[config.mk]
export PLATFORM = sky130hd
export DESIGN_NAME = led_flow_ctrl_flat
export DESIGN_NICKNAME = d
export VERILOG_FILES = /design/src/rtl/led_flow_ctrl_if.sv /design/src/rtl/led_flow_ctrl.sv /design/src/flat_wrapper.sv
export SDC_FILE = /design/constraint.sdc
export NUM_CORES = 1
export LEC_CHECK = 0
export BUFFER_PORTS_ARGS = -buffer_cell sky130_fd_sc_hd__buf_2
export CORE_UTILIZATION = 45
export CTS_CLUSTER_SIZE = 14
export DETAILED_ROUTE_END_ITERATION = 8
export MAX_ROUTING_LAYER = met4
export PLACE_DENSITY = 0.63
export SETUP_SLACK_MARGIN = 0.5
export SLEW_MARGIN = 0
export SYNTH_ARGS = -nofsm -noshare
export SYNTH_HDL_FRONTEND = slang
export SYNTH_SLANG_ARGS = --single-unit
[constraint.sdc]
create_clock -name sys_clk50m -period 2.56 [get_ports sys_clk50m]
set_input_delay 0.128 -clock sys_clk50m [delete_from_list [all_inputs] [get_ports sys_clk50m]]
set_output_delay 0.128 -clock sys_clk50m [all_outputs]
set_load 0.03 [all_outputs]
[src/rtl/led_flow_ctrl_if.sv]
// Control/status bundle for the LED flow controller: run/mode/period in, pattern/step out.
interface led_flow_ctrl_if #(
  parameter int N_LED = 8,
  parameter int CNT_W = 24
);
  logic             en;
  logic [1:0]       mode;
  logic [CNT_W-1:0] div;
  logic [N_LED-1:0] led;
  logic             step;

  modport master (
    output en,
    output mode,
    output div,
    input  led,
    input  step
  );

  modport slave (
    input  en,
    input  mode,
    input  div,
    output led,
    output step
  );
endinterface

[src/rtl/led_flow_ctrl.sv]
// Prescaled LED pattern generator: rotate-left/right, bounce and blink-all patterns.
// The pattern advances once every div+1 enabled cycles; step flags each update.
module led_flow_ctrl #(
  parameter int N_LED = 8,
  parameter int CNT_W = 24
) (
  input  logic            sys_clk50m,
  input  logic            rst_n,
  led_flow_ctrl_if.slave  ctrl
);

  typedef enum logic [1:0] {
    MODE_ROL    = 2'b00,
    MODE_ROR    = 2'b01,
    MODE_BOUNCE = 2'b10,
    MODE_BLINK  = 2'b11
  } mode_e;

  localparam logic [N_LED-1:0] SEED_LO  = N_LED'(1);
  localparam logic [N_LED-1:0] SEED_HI  = {1'b1, {(N_LED-1){1'b0}}};
  localparam logic [N_LED-1:0] ALL_ONES = {N_LED{1'b1}};
  localparam logic [N_LED-1:0] ALL_ZERO = {N_LED{1'b0}};

  logic [CNT_W-1:0] cnt;
  logic [CNT_W-1:0] cnt_next;
  logic [N_LED-1:0] led_q;
  logic [N_LED-1:0] led_next;
  logic             dir;
  logic             dir_next;
  logic             step_q;
  logic             tick;
  logic             one_hot;
  logic             all_ones;
  mode_e            mode_sel;

  assign mode_sel = mode_e'(ctrl.mode);
  assign tick     = ctrl.en && (cnt == ctrl.div);
  assign one_hot  = (led_q != ALL_ZERO) && ((led_q & (led_q - N_LED'(1))) == ALL_ZERO);
  assign all_ones = (led_q == ALL_ONES);

  // A count above div (period shortened mid-count) restarts without ticking.
  always_comb begin
    cnt_next = cnt;
    if (ctrl.en) begin
      if (cnt >= ctrl.div) begin
        cnt_next = '0;
      end else begin
        cnt_next = cnt + CNT_W'(1);
      end
    end
  end

  always_comb begin
    led_next = led_q;
    dir_next = dir;
    if (tick) begin
      case (mode_sel)
        MODE_ROL: begin
          if (!one_hot) begin
            led_next = SEED_LO;
            dir_next = 1'b0;
          end else begin
            led_next = {led_q[N_LED-2:0], led_q[N_LED-1]};
          end
        end
        MODE_ROR: begin
          if (!one_hot) begin
            led_next = SEED_HI;
          end else begin
            led_next = {led_q[0], led_q[N_LED-1:1]};
          end
        end
        MODE_BOUNCE: begin
          // End bits override the stored direction so the ends are never repeated.
          if (!one_hot) begin
            led_next = SEED_LO;
            dir_next = 1'b0;
          end else if (led_q[N_LED-1]) begin
            led_next = {1'b0, led_q[N_LED-1:1]};
            dir_next = 1'b1;
          end else if (led_q[0]) begin
            led_next = {led_q[N_LED-2:0], 1'b0};
            dir_next = 1'b0;
          end else if (dir) begin
            led_next = {1'b0, led_q[N_LED-1:1]};
          end else begin
            led_next = {led_q[N_LED-2:0], 1'b0};
          end
        end
        MODE_BLINK: begin
          led_next = all_ones ? ALL_ZERO : ALL_ONES;
        end
        default: begin
          led_next = led_q;
        end
      endcase
    end
  end

  always_ff @(posedge sys_clk50m or negedge rst_n) begin
    if (!rst_n) begin
      cnt    <= '0;
      led_q  <= '0;
      dir    <= 1'b0;
      step_q <= 1'b0;
    end else begin
      cnt    <= cnt_next;
      led_q  <= led_next;
      dir    <= dir_next;
      step_q <= tick;
    end
  end

  assign ctrl.led  = led_q;
  assign ctrl.step = step_q;

endmodule

[src/flat_wrapper.sv]
// flat-port wrapper written by rule: the top's interface ports become plain ports
module led_flow_ctrl_flat 
#(
  parameter int N_LED = 8,
  parameter int CNT_W = 24
)
  (sys_clk50m, rst_n, ctrl_en, ctrl_mode, ctrl_div, ctrl_led, ctrl_step);
  led_flow_ctrl_if #(.N_LED(N_LED), .CNT_W(CNT_W)) ctrl_i ();
  input  logic sys_clk50m;
  input  logic rst_n;
  input wire logic [$bits(ctrl_i.en)-1:0] ctrl_en;
  input wire logic [$bits(ctrl_i.mode)-1:0] ctrl_mode;
  input wire logic [$bits(ctrl_i.div)-1:0] ctrl_div;
  output wire logic [$bits(ctrl_i.led)-1:0] ctrl_led;
  output wire logic [$bits(ctrl_i.step)-1:0] ctrl_step;
  assign ctrl_i.en = ctrl_en;
  assign ctrl_i.mode = ctrl_mode;
  assign ctrl_i.div = ctrl_div;
  assign ctrl_led = ctrl_i.led;
  assign ctrl_step = ctrl_i.step;
  led_flow_ctrl #(.N_LED(N_LED), .CNT_W(CNT_W)) u_core (.sys_clk50m(sys_clk50m), .rst_n(rst_n), .ctrl(ctrl_i));
endmodule
Word-level counts from Yosys, hierarchy flattened. Index checks and enable logic that the tools add are counted.

Register bits after elaboration: 34. Bits of input ports: 29. Output and inout bits: 9. Word-level logic and storage cells: 36.

Add/sub/neg operators: 2. $lt $le $gt $ge: 1. Equal/unequal tests: 7. Multiplexer cells: 14. Bitwise operators: 1. Reductions and logical operators: 7.

Operators by type and width (count): 2-to-1 mux 8 bit (7); one-hot mux 8 bit (4 select lines) (1); adder 24 x 1 -> 24 bit (second input constant) (1); equality test 24 bit (1); greater-or-equal comparator 24 bit (1); 2-to-1 mux 24 bit (1); AND 8 bit (1); equality test 8 bit (second input constant) (1); zero test 8 bit (1); nonzero test 8 bit (1); subtractor 8 x 1 -> 8 bit (second input constant) (1); equality test 2 bit (second input constant) (2); 2-to-1 mux 1 bit (4); inequality test 4 x 2 -> 1 bit (second input constant) (1); AND reduction 4 bit (1); equality test 2 x 1 -> 1 bit (second input constant) (1); logical AND 1 bit (2); zero test 2 bit (1); inequality test 2 bit (second input constant) (1); one-hot mux 1 bit (2 select lines) (1); nonzero test 2 bit (1).

Logic depth before layout (Yosys ltp). Gate-level depths: netlist (run 1).

Depth in word-level cells: 6. Depth in mapped cells: 9. Depth with buffers taken out: 8.

Worst setup path before layout (run 1). Ideal clock, no wire load.

Path kind: reg-to-reg. From: reg u_core.cnt[13]. To: reg u_core.led_q[4], in the netlist u_core.ctrl.led[4]. Library setup time: 139 ps. Data arrival time: 2289 ps. Data required time: 2421 ps. Path slack: 132 ps. Stages on the path, launching flop included: 8. Path buffers: 0. Period minus slack after synthesis: 2428 ps. Path through: dfrtp_1 > ha_1 > nand4_1 > or4_4 > nor4_4 > mux2_1 > a31oi_1 > a41oi_1.

Cells in the longest elaborated chain, start to end: 2.

Ends and longest elaborated chain: start, declared (RTL line led_flow_ctrl.sv:24) `logic [CNT_W-1:0] cnt;`; start signal, assigned (RTL line led_flow_ctrl.sv:107) `cnt <= cnt_next;`; equality test 24 bit (RTL line led_flow_ctrl.sv:37) `assign tick = ctrl.en && (cnt == ctrl.div);`; logical AND 1 bit (RTL line led_flow_ctrl.sv:37); end signal, assigned (RTL line led_flow_ctrl.sv:108) `led_q <= led_next;`; end, declared (RTL line led_flow_ctrl.sv:26) `logic [N_LED-1:0] led_q;`.

No other way between the ends. A chain may end at the register's enable or synchronous reset.

Worst setup path in the final report (run 1). Same ends and word-level chain as after synthesis.

==> flow_summary.ini, run 1 <==
[final_layout]
instances_no_fill = 504
antenna_cells = 0
layout.nets = 484
multi_input_area_um2 = 1950
ff_latch_area_um2 = 851
fin_area_um2 = 3740
final_cell_mix = buf_4 (46), buf_2 (37), inv_1 (34), dfrtp_1 (34), nand2_1 (32)
final_util_pct = 62.5
layout-area-overhead-vs-synth_pct = 32.2
mostFrequentLayoutCell = buf_4
drive_gt1_share_pct = 29.6
num-fill-cells = 544

[synthesis]
yosysTopAreaCellShare_pct = 30.1
async_reset_ff_share_pct = 100
synth-seq-area-share_pct = 30.1
ys.flop_type = dfrtp_1
synth.avg_cell_area_um2 = 8.11
synth.cell_area_um2 = 2830
synth_edf_count = 0
synthCells = 349
synth_area_leaders = dfrtp_1 (30%), ha_1 (11%), nand4_1 (5.7%)
yosys.cell_types.count = 57
synth_top_area_cell = dfrtp_1
synth_seq_cells = 34
yosys_warnings = 0
syn-num-nets = 403

[power]
leakagePower_nw = 1.79
p_sw_share_pct = 35.4
pwr-share-comb_pct = 40.7
p_sw_mw = 0.625
power_frac_clock_pct = 22.6
p_int_mw = 1.14
p_total_mw = 1.76
ir_worst_vdd_mv = 0.307
power.density_nw_per_um2 = 471
pwr-share-seq_pct = 36.7

[timing]
slew_headroom_pct = 46.0
fmax_mhz = 393
finalSetupTns_ps = 0
setup-violations-final = 0
finalClockSkew_ps = 12.0
final_hold_viol_count = 0
period_minus_slack_ps = 2540
slew_viol_final = 0
worst_slew_pin_slew_ps = 810
rsz0062_at_grt = true
finalCritPeriodShare_pct = 99.3

[placed_design]
hpwl_mm = 5.42
place.gp.congestion = 0.891
portBuffers = 37
place_area_um2 = 3300
dp_cells = 479

[clocking]
cts_buffers = 5
ctsRootBufferMaster = clkbuf_8
cts_sinks = 34
clk_pin_slew_ps = 80
clockBufferDepth = 2
clock_latency_ps = 290
cts_tree = built
htreeDepth = 2

[floorplanning]
fp.dieW_um = 81.3
die_y_um = 81.3
boundaryPins = 38
num_rows = 28
die-area_um2 = 6610
initial_core_util_pct = 47.2
coreArea_um2 = 5990

[detailed_routing]
antenna_left = 0
dr.pass1.iters = 5
drt-wirelength-per-cell_um = 15.7
drt-total-wl_mm = 7.92
drc_errors = 0
viasPerCell = 5.83
num_vias = 2939
dr.first_iter.drc_count = 247

[global_routing]
grt_max_degree = 35
antenna_found_initial = 0
grt_overflow = 0
grt_pass1_vias = 2641
grt_pass1_wl_mm = 12.7
track_usage_pct = 25.9

[critical_path]
required_ps = 2700
critPathArrivalTime_ps = 2680
endpoint_kind = flip-flop
r2r_cells = 9
cp-startpoint = u_core.cnt[13]
cp_max_fo = 4
crit_type = reg -> reg
timing.rr.start = u_core.cnt[13]
cp-start-kind = flip-flop

[hold_path]
hp-class = in -> reg
hold_depth = 2
min_from = ctrl_mode[0]

[job]
drv_cap = 0

[outcome]
outcome = finished clean
cells in the mapped netlist (3+ instances only):
cell,count
dfrtp_1,34
inv_1,34
nand2_1,33
a21oi_1,29
nand4_1,26
nor2_1,26
ha_1,25
o21ai_0,15
nand3_1,12
clkbuf_1,11
xor2_1,8
a31oi_1,7
and3_1,5
nor4_1,5
buf_2,4
nor3_1,4
nor4b_1,4
o22ai_1,4
o311ai_0,4
a211oi_1,3
buf_6,3
mux2i_1,3
nand3b_1,3
o211ai_1,3
xnor2_1,3
routing by layer:
layer	vias to the layer above	global-route usage (%)	wire, um
met5	-	-	0
met4	0	6.96	85
met1	1384	38.6	3880
met3	9	2.81	510
li1	1440	-	-
met2	106	36.6	3450
kinds of logic after synthesis:
logic type,after synthesis,synth area share [%]
AO/OA/AOI/OAI,82,18.1
XOR/XNOR,11,3.40
adder cells (fa/ha/maj),25,11.1
buffers and inverters,53,8.13
flip-flops,34,30.1
multiplexers,6,2.25
AND/OR/NAND/NOR,138,27.0
worst paths after layout:
kind,end,slack [ps]
max in group asynchronous,u_core.cnt[0],1580
setup reg to reg,u_core.ctrl.led[4],20
setup / recovery,u_core.ctrl.led[4],20
hold / removal,u_core.dir,170
min in group asynchronous,u_core.cnt[10],460
hold reg to reg,u_core.dir,580
power by group through the flow:
stage                     sequential, mW  combinational (mW)  clock (mW)
after floorplan                    0.684               0.343           0
after global placement             0.651               0.641           0
after detailed placement           0.655               0.649           0
after CTS                          0.644               0.674       0.407
after global routing               0.654               0.798       0.423
final                              0.648               0.718       0.398
layout make-up:
cell class | instances | share of cell area, %
Multi-Input combinational cell | 263 | 52.1
Sequential cell | 34 | 22.7
Inverter | 34 | 3.41
Clock buffer | 6 | 2.21
Timing Repair Buffer | 92 | 17.1
Tap cell | 75 | 2.51
critical path: stages, from the launching register on:
cell,delay (ps)
dfrtp_1,420
ha_4,280
nand4_1,130
or4_4,550
buf_6,140
nor4_4,190
buf_4,180
mux2_4,290
a31oi_1,140
a41oi_1,70
through the flow:
step	hold slack [ps]	worst slack, ps
finish	166	17.5
CTS	161	81.9
global route	185	-103
floorplan	-168	281
detailed placement	268	-245
global placement	268	-168
sequential cells by signal (all words and copies together), names as in the netlist:
name              cells
u_core.ctrl.step      1
u_core.dir            1
u_core.ctrl.led       8
u_core.cnt           24
repair_timing:
item | 4_1_cts | 5_1_grt
cloned | 2 | 1
endpoints found under the setup margin | 34 | 34
hold buffers | 1 | 0
endpoints found under the hold margin | 34 | 0
pin swaps | 6 | 11
buffers inserted | 7 | 8
resized for setup | 20 | 20
Power figures use the tool's default switching activity.
==> run 2: changes to the inputs <==
--- a/config.mk
+++ b/config.mk
@@ -6,11 +6,12 @@
 export NUM_CORES = 1
 export LEC_CHECK = 0
 export BUFFER_PORTS_ARGS = -buffer_cell sky130_fd_sc_hd__buf_2
+export CAP_MARGIN = 20
 export CORE_UTILIZATION = 45
 export CTS_CLUSTER_SIZE = 14
 export DETAILED_ROUTE_END_ITERATION = 8
 export MAX_ROUTING_LAYER = met4
-export PLACE_DENSITY = 0.63
+export PLACE_DENSITY = 0.61
 export SETUP_SLACK_MARGIN = 0.5
 export SLEW_MARGIN = 0
 export SYNTH_ARGS = -nofsm -noshare
==> constraint.sdc (replaced) <==
create_clock -name sys_clk50m -period 3.1 [get_ports sys_clk50m]
set_input_delay 0.155 -clock sys_clk50m [delete_from_list [all_inputs] [get_ports sys_clk50m]]
set_output_delay 0.155 -clock sys_clk50m [all_outputs]
set_load 0.03 [all_outputs]
==> run 2 against run 1 <==
- sequential power fell by 11%
- total power fell by 25%
- via count fell by 7.7%
- final cell count fell by 8.9%
==> flow_summary.ini, run 2 (synthesized netlist as in run 1, its figures left out) <==
[outcome]
outcome = finished clean

[global_routing]
grt_pass1_wl_mm = 11.8
grt_max_degree = 35
grt_pass1_vias = 2433
grt_overflow = 0
antenna_found_initial = 0
track_usage_pct = 24.0

[final_layout]
final_cell_mix = buf_2 (38), inv_1 (34), nand2_1 (32), dfrtp_1 (31), a21oi_1 (29)
final_util_pct = 53.8
layout.nets = 437
drive_gt1_share_pct = 19.0
instances_no_fill = 459
regMostFlops = u_core.cnt
largest_register_ffs = 24
num-fill-cells = 584
antenna_cells = 0
layout-area-overhead-vs-synth_pct = 13.8
fin_area_um2 = 3220
mostFrequentLayoutCell = buf_2

[detailed_routing]
drc_errors = 0
dr.pass1.iters = 5
drt-wirelength-per-cell_um = 15.6
num_vias = 2712
dr.first_iter.drc_count = 346
antenna_left = 0
drt-total-wl_mm = 7.15
viasPerCell = 5.91

[hold_path]
min_from = ctrl_mode[0]
hp-class = in -> reg

[power]
p_int_mw = 0.844
power.density_nw_per_um2 = 408
ir_worst_vdd_mv = 0.313
pwr-share-seq_pct = 43.9
power_frac_clock_pct = 25.7
p_total_mw = 1.32
leakagePower_nw = 1.53
p_sw_mw = 0.472
p_sw_share_pct = 35.8
pwr-share-comb_pct = 30.4

[clocking]
clk_pin_slew_ps = 70
clockBufferDepth = 2
htreeDepth = 2
clock_latency_ps = 290
cts_sinks = 34
cts_buffers = 5
cts_tree = built
ctsRootBufferMaster = clkbuf_8

[floorplanning]
boundaryPins = 38
die-area_um2 = 6610
die_y_um = 81.3
initial_core_util_pct = 47.2
coreArea_um2 = 5990
num_rows = 28
fp.dieW_um = 81.3

[timing]
period_minus_slack_ps = 2480
finalSetupTns_ps = 0
worst_slack_ps = 617
slew_headroom_pct = 49.0
worst_slew_pin_slew_ps = 765
setup-violations-final = 0
final_hold_viol_count = 0
rsz0062_at_grt = true
finalCritPeriodShare_pct = 80.1
finalClockSkew_ps = 7.97
slew_viol_final = 0
fmax_mhz = 403
hold_ws_ps = 205

[placed_design]
pre_cts_slack_ps = 373
hpwl_mm = 5.23
dp_cells = 445
place_area_um2 = 3030
portBuffers = 37
place.gp.congestion = 0.871

[critical_path]
endpoint_kind = flip-flop
cp_max_fo = 5
cp-start-kind = flip-flop
cp-startpoint = u_core.cnt[17]
timing.rr.start = u_core.cnt[17]
required_ps = 3250
critPathArrivalTime_ps = 2630
crit_type = reg -> reg

[job]
drv_cap = 0
-- run 2: final cells by class --
cell class | count | area (um2) | area share, %
sequential | 34 | 855 | 26.5
inverter | 34 | 128 | 3.96
multi-input combinational | 262 | 1800 | 55.8
tap | 75 | 93.8 | 2.91
clock buffer | 7 | 86.3 | 2.68
clock inverter | 1 | 5.00 | 0.155
timing repair buffer | 46 | 256 | 7.96
-- run 2: worst max-delay path: stages, from the launching register on --
cell	delay (ps)
dfrtp_1	420
ha_1	330
nand4_2	120
or4_4	620
nor4_4	290
mux2_1	370
a31oi_1	140
a41oi_1	70
-- run 2: power groups by stage --
stage / sequential [mW] / combinational [mW] / clock [mW]
2_1_floorplan: 0.562 / 0.278 / 0
3_3_place_gp: 0.583 / 0.372 / 0
5_1_grt: 0.589 / 0.462 / 0.368
6_report: 0.578 / 0.399 / 0.339
3_5_place_dp: 0.584 / 0.376 / 0
4_1_cts: 0.577 / 0.381 / 0.345
-- run 2: final timing paths --
| path | end | slack [ps] | cells after the start |
|---|---|---|---|
| worst max-delay path | u_core.ctrl.led[4] | 620 | 7 |
| worst min-delay path | u_core.dir | 200 | 2 |
| worst max register to register | u_core.ctrl.led[4] | 620 | 7 |
| worst min register to register | u_core.cnt[23] | 590 | 2 |
| max in group asynchronous | u_core.cnt[16] | 2090 | 2 |
| min in group asynchronous | u_core.cnt[9] | 470 | 2 |
-- run 2: layer usage --
layer	track usage (%)	up-vias	wire length (um)
li1	-	1346	-
met1	35.4	1253	3600
met2	33.8	106	3060
met3	3.71	7	416
met4	5.54	0	64
met5	-	-	0
-- run 2: timing repair --
| item | CTS | global route |
|---|---|---|
| setup buffers | 0 | 4 |
| gates resized for setup | 5 | 8 |
| gates cloned | 0 | 1 |
| hold endpoints to repair | 34 | 0 |
| hold buffers | 1 | 0 |
| endpoints found under the setup margin | 24 | 26 |
| pin swaps | 0 | 2 |
==> run 3: changes to the inputs <==
--- a/config.mk
+++ b/config.mk
@@ -11,7 +11,7 @@
 export CTS_CLUSTER_SIZE = 14
 export DETAILED_ROUTE_END_ITERATION = 8
 export MAX_ROUTING_LAYER = met4
-export PLACE_DENSITY = 0.61
+export PLACE_DENSITY = 0.63
 export SETUP_SLACK_MARGIN = 0.5
 export SLEW_MARGIN = 0
 export SYNTH_ARGS = -nofsm -noshare
==> constraint.sdc (replaced) <==
create_clock -name sys_clk50m -period 2.2 [get_ports sys_clk50m]
set_input_delay 0.11 -clock sys_clk50m [delete_from_list [all_inputs] [get_ports sys_clk50m]]
set_output_delay 0.11 -clock sys_clk50m [all_outputs]
set_load 0.03 [all_outputs]
==> run 3 against run 2 <==
- design area grew 23%
- maximum frequency shrank 4.3%
- final cell count grew 13%
- critical path depth grew 1
- global-route usage grew 2.7 points
- clock skew shrank 1.3 ps
- flip-flop and latch count is the same
- via count grew 11%
- utilization grew 12 points
- highest routed layer unchanged
- combinational power grew 120%
- the run now ends with negative setup slack left
- setup slack lost 1000 ps
==> flow_summary.ini, run 3 (synthesized netlist as in run 1, its figures left out) <==
[outcome]
outcome = finished with violations
violations = negative setup slack

[clocking]
clockBufferDepth = 2
htreeDepth = 2
cts_sinks = 34
clk_pin_slew_ps = 70
cts_buffers = 5
clock_latency_ps = 280
cts_tree = built
ctsRootBufferMaster = clkbuf_8

[critical_path]
cp-start-kind = flip-flop
critPathArrivalTime_ps = 2750
crit_path_top_delay_cell = or4_4
endpoint_kind = flip-flop
cp_cell_sequence = ha_4 > nand4_1 > or4_4 > buf_6 > nor4_4 > mux2_4 > a31oi_4 > a41oi_2
slowest_delay_ps = 570
required_ps = 2350
cp_max_fo = 3
crit_type = reg -> reg
r2r_slack_ps = -400

[final_layout]
antenna_cells = 0
regMostFlops = u_core.cnt
final_util_pct = 66.0
final_cell_mix = buf_4 (58), buf_2 (37), inv_1 (34), dfrtp_1 (34), nand2_1 (32)
multi_input_area_um2 = 2020
drive_gt1_share_pct = 34.2
mostFrequentLayoutCell = buf_4
fin_area_um2 = 3950
layout-area-overhead-vs-synth_pct = 39.6
layout.nets = 499
ff_latch_area_um2 = 851
largest_register_ffs = 24
num-fill-cells = 494

[floorplanning]
die-area_um2 = 6610
fp.dieW_um = 81.3
die_y_um = 81.3
initial_core_util_pct = 47.2
num_rows = 28
coreArea_um2 = 5990
boundaryPins = 38

[power]
leakagePower_nw = 1.86
ir_worst_vdd_mv = 0.311
power.density_nw_per_um2 = 524

[timing]
hold_ws_ps = 192
slew_headroom_pct = 46.2
slew_viol_final = 0
final_hold_viol_count = 0
finalCritPeriodShare_pct = 118
worst_slew_pin_slew_ps = 807
worst_slack_ps = -395
setup-violations-final = 34
finalSetupTns_ps = -7820
rsz0062_at_grt = true
finalClockSkew_ps = 6.63
period_minus_slack_ps = 2600
fmax_mhz = 385

[global_routing]
grt_max_degree = 35
grt_pass1_wl_mm = 13.0
grt_pass1_vias = 2732
use_met1_pct = 37.2
grtUsageMet2_pct = 39.8
track_usage_pct = 26.7
grt_overflow = 0
top_usage_layer = met2
antenna_found_initial = 0
grt_use_met3_pct = 4.61

[detailed_routing]
antenna_left = 0
drt-total-wl_mm = 8.40
drc_errors = 0
dr.first_iter.drc_count = 257
num_vias = 3012
viasPerCell = 5.79
dr.pass1.iters = 4
drt-wirelength-per-cell_um = 16.2

[placed_design]
place_area_um2 = 3470
place.gp.congestion = 0.902
portBuffers = 37
hpwl_mm = 5.78

[hold_path]
hp-class = in -> reg

[job]
drv_cap = 0
==> run 3: cell count changes in the layout (fill, tap and decap cells not counted), sizes merged <==
cell | before | now
clkinv | 1 | 0
buf | 45 | 107
==> run 3: worst paths after layout <==
check	endpoint	from	cells past startpoint
min	u_core.dir	ctrl_mode[0]	2
max reg2reg	u_core.ctrl.led[5]	u_core.cnt[14]	8
max in group asynchronous	u_core.ctrl.led[1]	rst_n	2
min reg2reg	u_core.dir	u_core.dir	2
min in group asynchronous	u_core.cnt[9]	rst_n	2
max	u_core.ctrl.led[5]	u_core.cnt[14]	8
==> run 3: routing by layer <==
| layer | share of wire (%) | up-vias |
|---|---|---|
| met4 | 0.90 | 0 |
| met1 | 47 | 1439 |
| met3 | 5.9 | 6 |
| met5 | 0 | - |
| li1 | - | 1471 |
| met2 | 46 | 96 |
==> run 3: through the flow <==
step | setup WS [ps] | power [mW] | cells
6_report | -395 | 2.07 | 520
3_5_place_dp | -305 | 1.54 | 498
5_1_grt | -450 | 2.22 | 520
3_3_place_gp | -271 | 1.52 | 498
2_1_floorplan | -78.5 | 1.19 | 349
4_1_cts | -274 | 2.02 | 518
==> run 3: layout make-up <==
cell class,count,area share (%)
multi-input cells,262,51.1
flip-flops and latches,34,21.5
repair buffers,108,19.8
inverters,34,3.23
well taps,75,2.37
clock buffers,7,1.93
==> run 3: timing repair <==
item / in CTS / in global routing
gates resized for setup: 27 / 29
hold buffers: 1 / 0
setup buffers: 12 / 2
pin swaps: 7 / 12
setup endpoints to repair: 34 / 34
endpoints found under the hold margin: 34 / 0
==> run 3: power breakdown <==
| part | leakage [nW] | internal, mW | switching [mW] | total, mW |
|---|---|---|---|---|
| sequential | 0.413 | 0.701 | 0.0586 | 0.760 |
| combinational | 1.41 | 0.406 | 0.472 | 0.878 |
| clock | 0.0383 | 0.218 | 0.216 | 0.434 |
| total | 1.86 | 1.33 | 0.747 | 2.07 |
==> run 3: critical path: cells and delay by family, from the launching register on <==
| kind | cells | cell delay [ps] |
|---|---|---|
| and+or+nand+nor | 3 | 1040 |
| DFF | 1 | 430 |
| muxes | 1 | 360 |
| adders and majority gates | 1 | 290 |
| AOI/OAI and AO/OA | 2 | 200 |
| buffers and inverters | 1 | 140 |
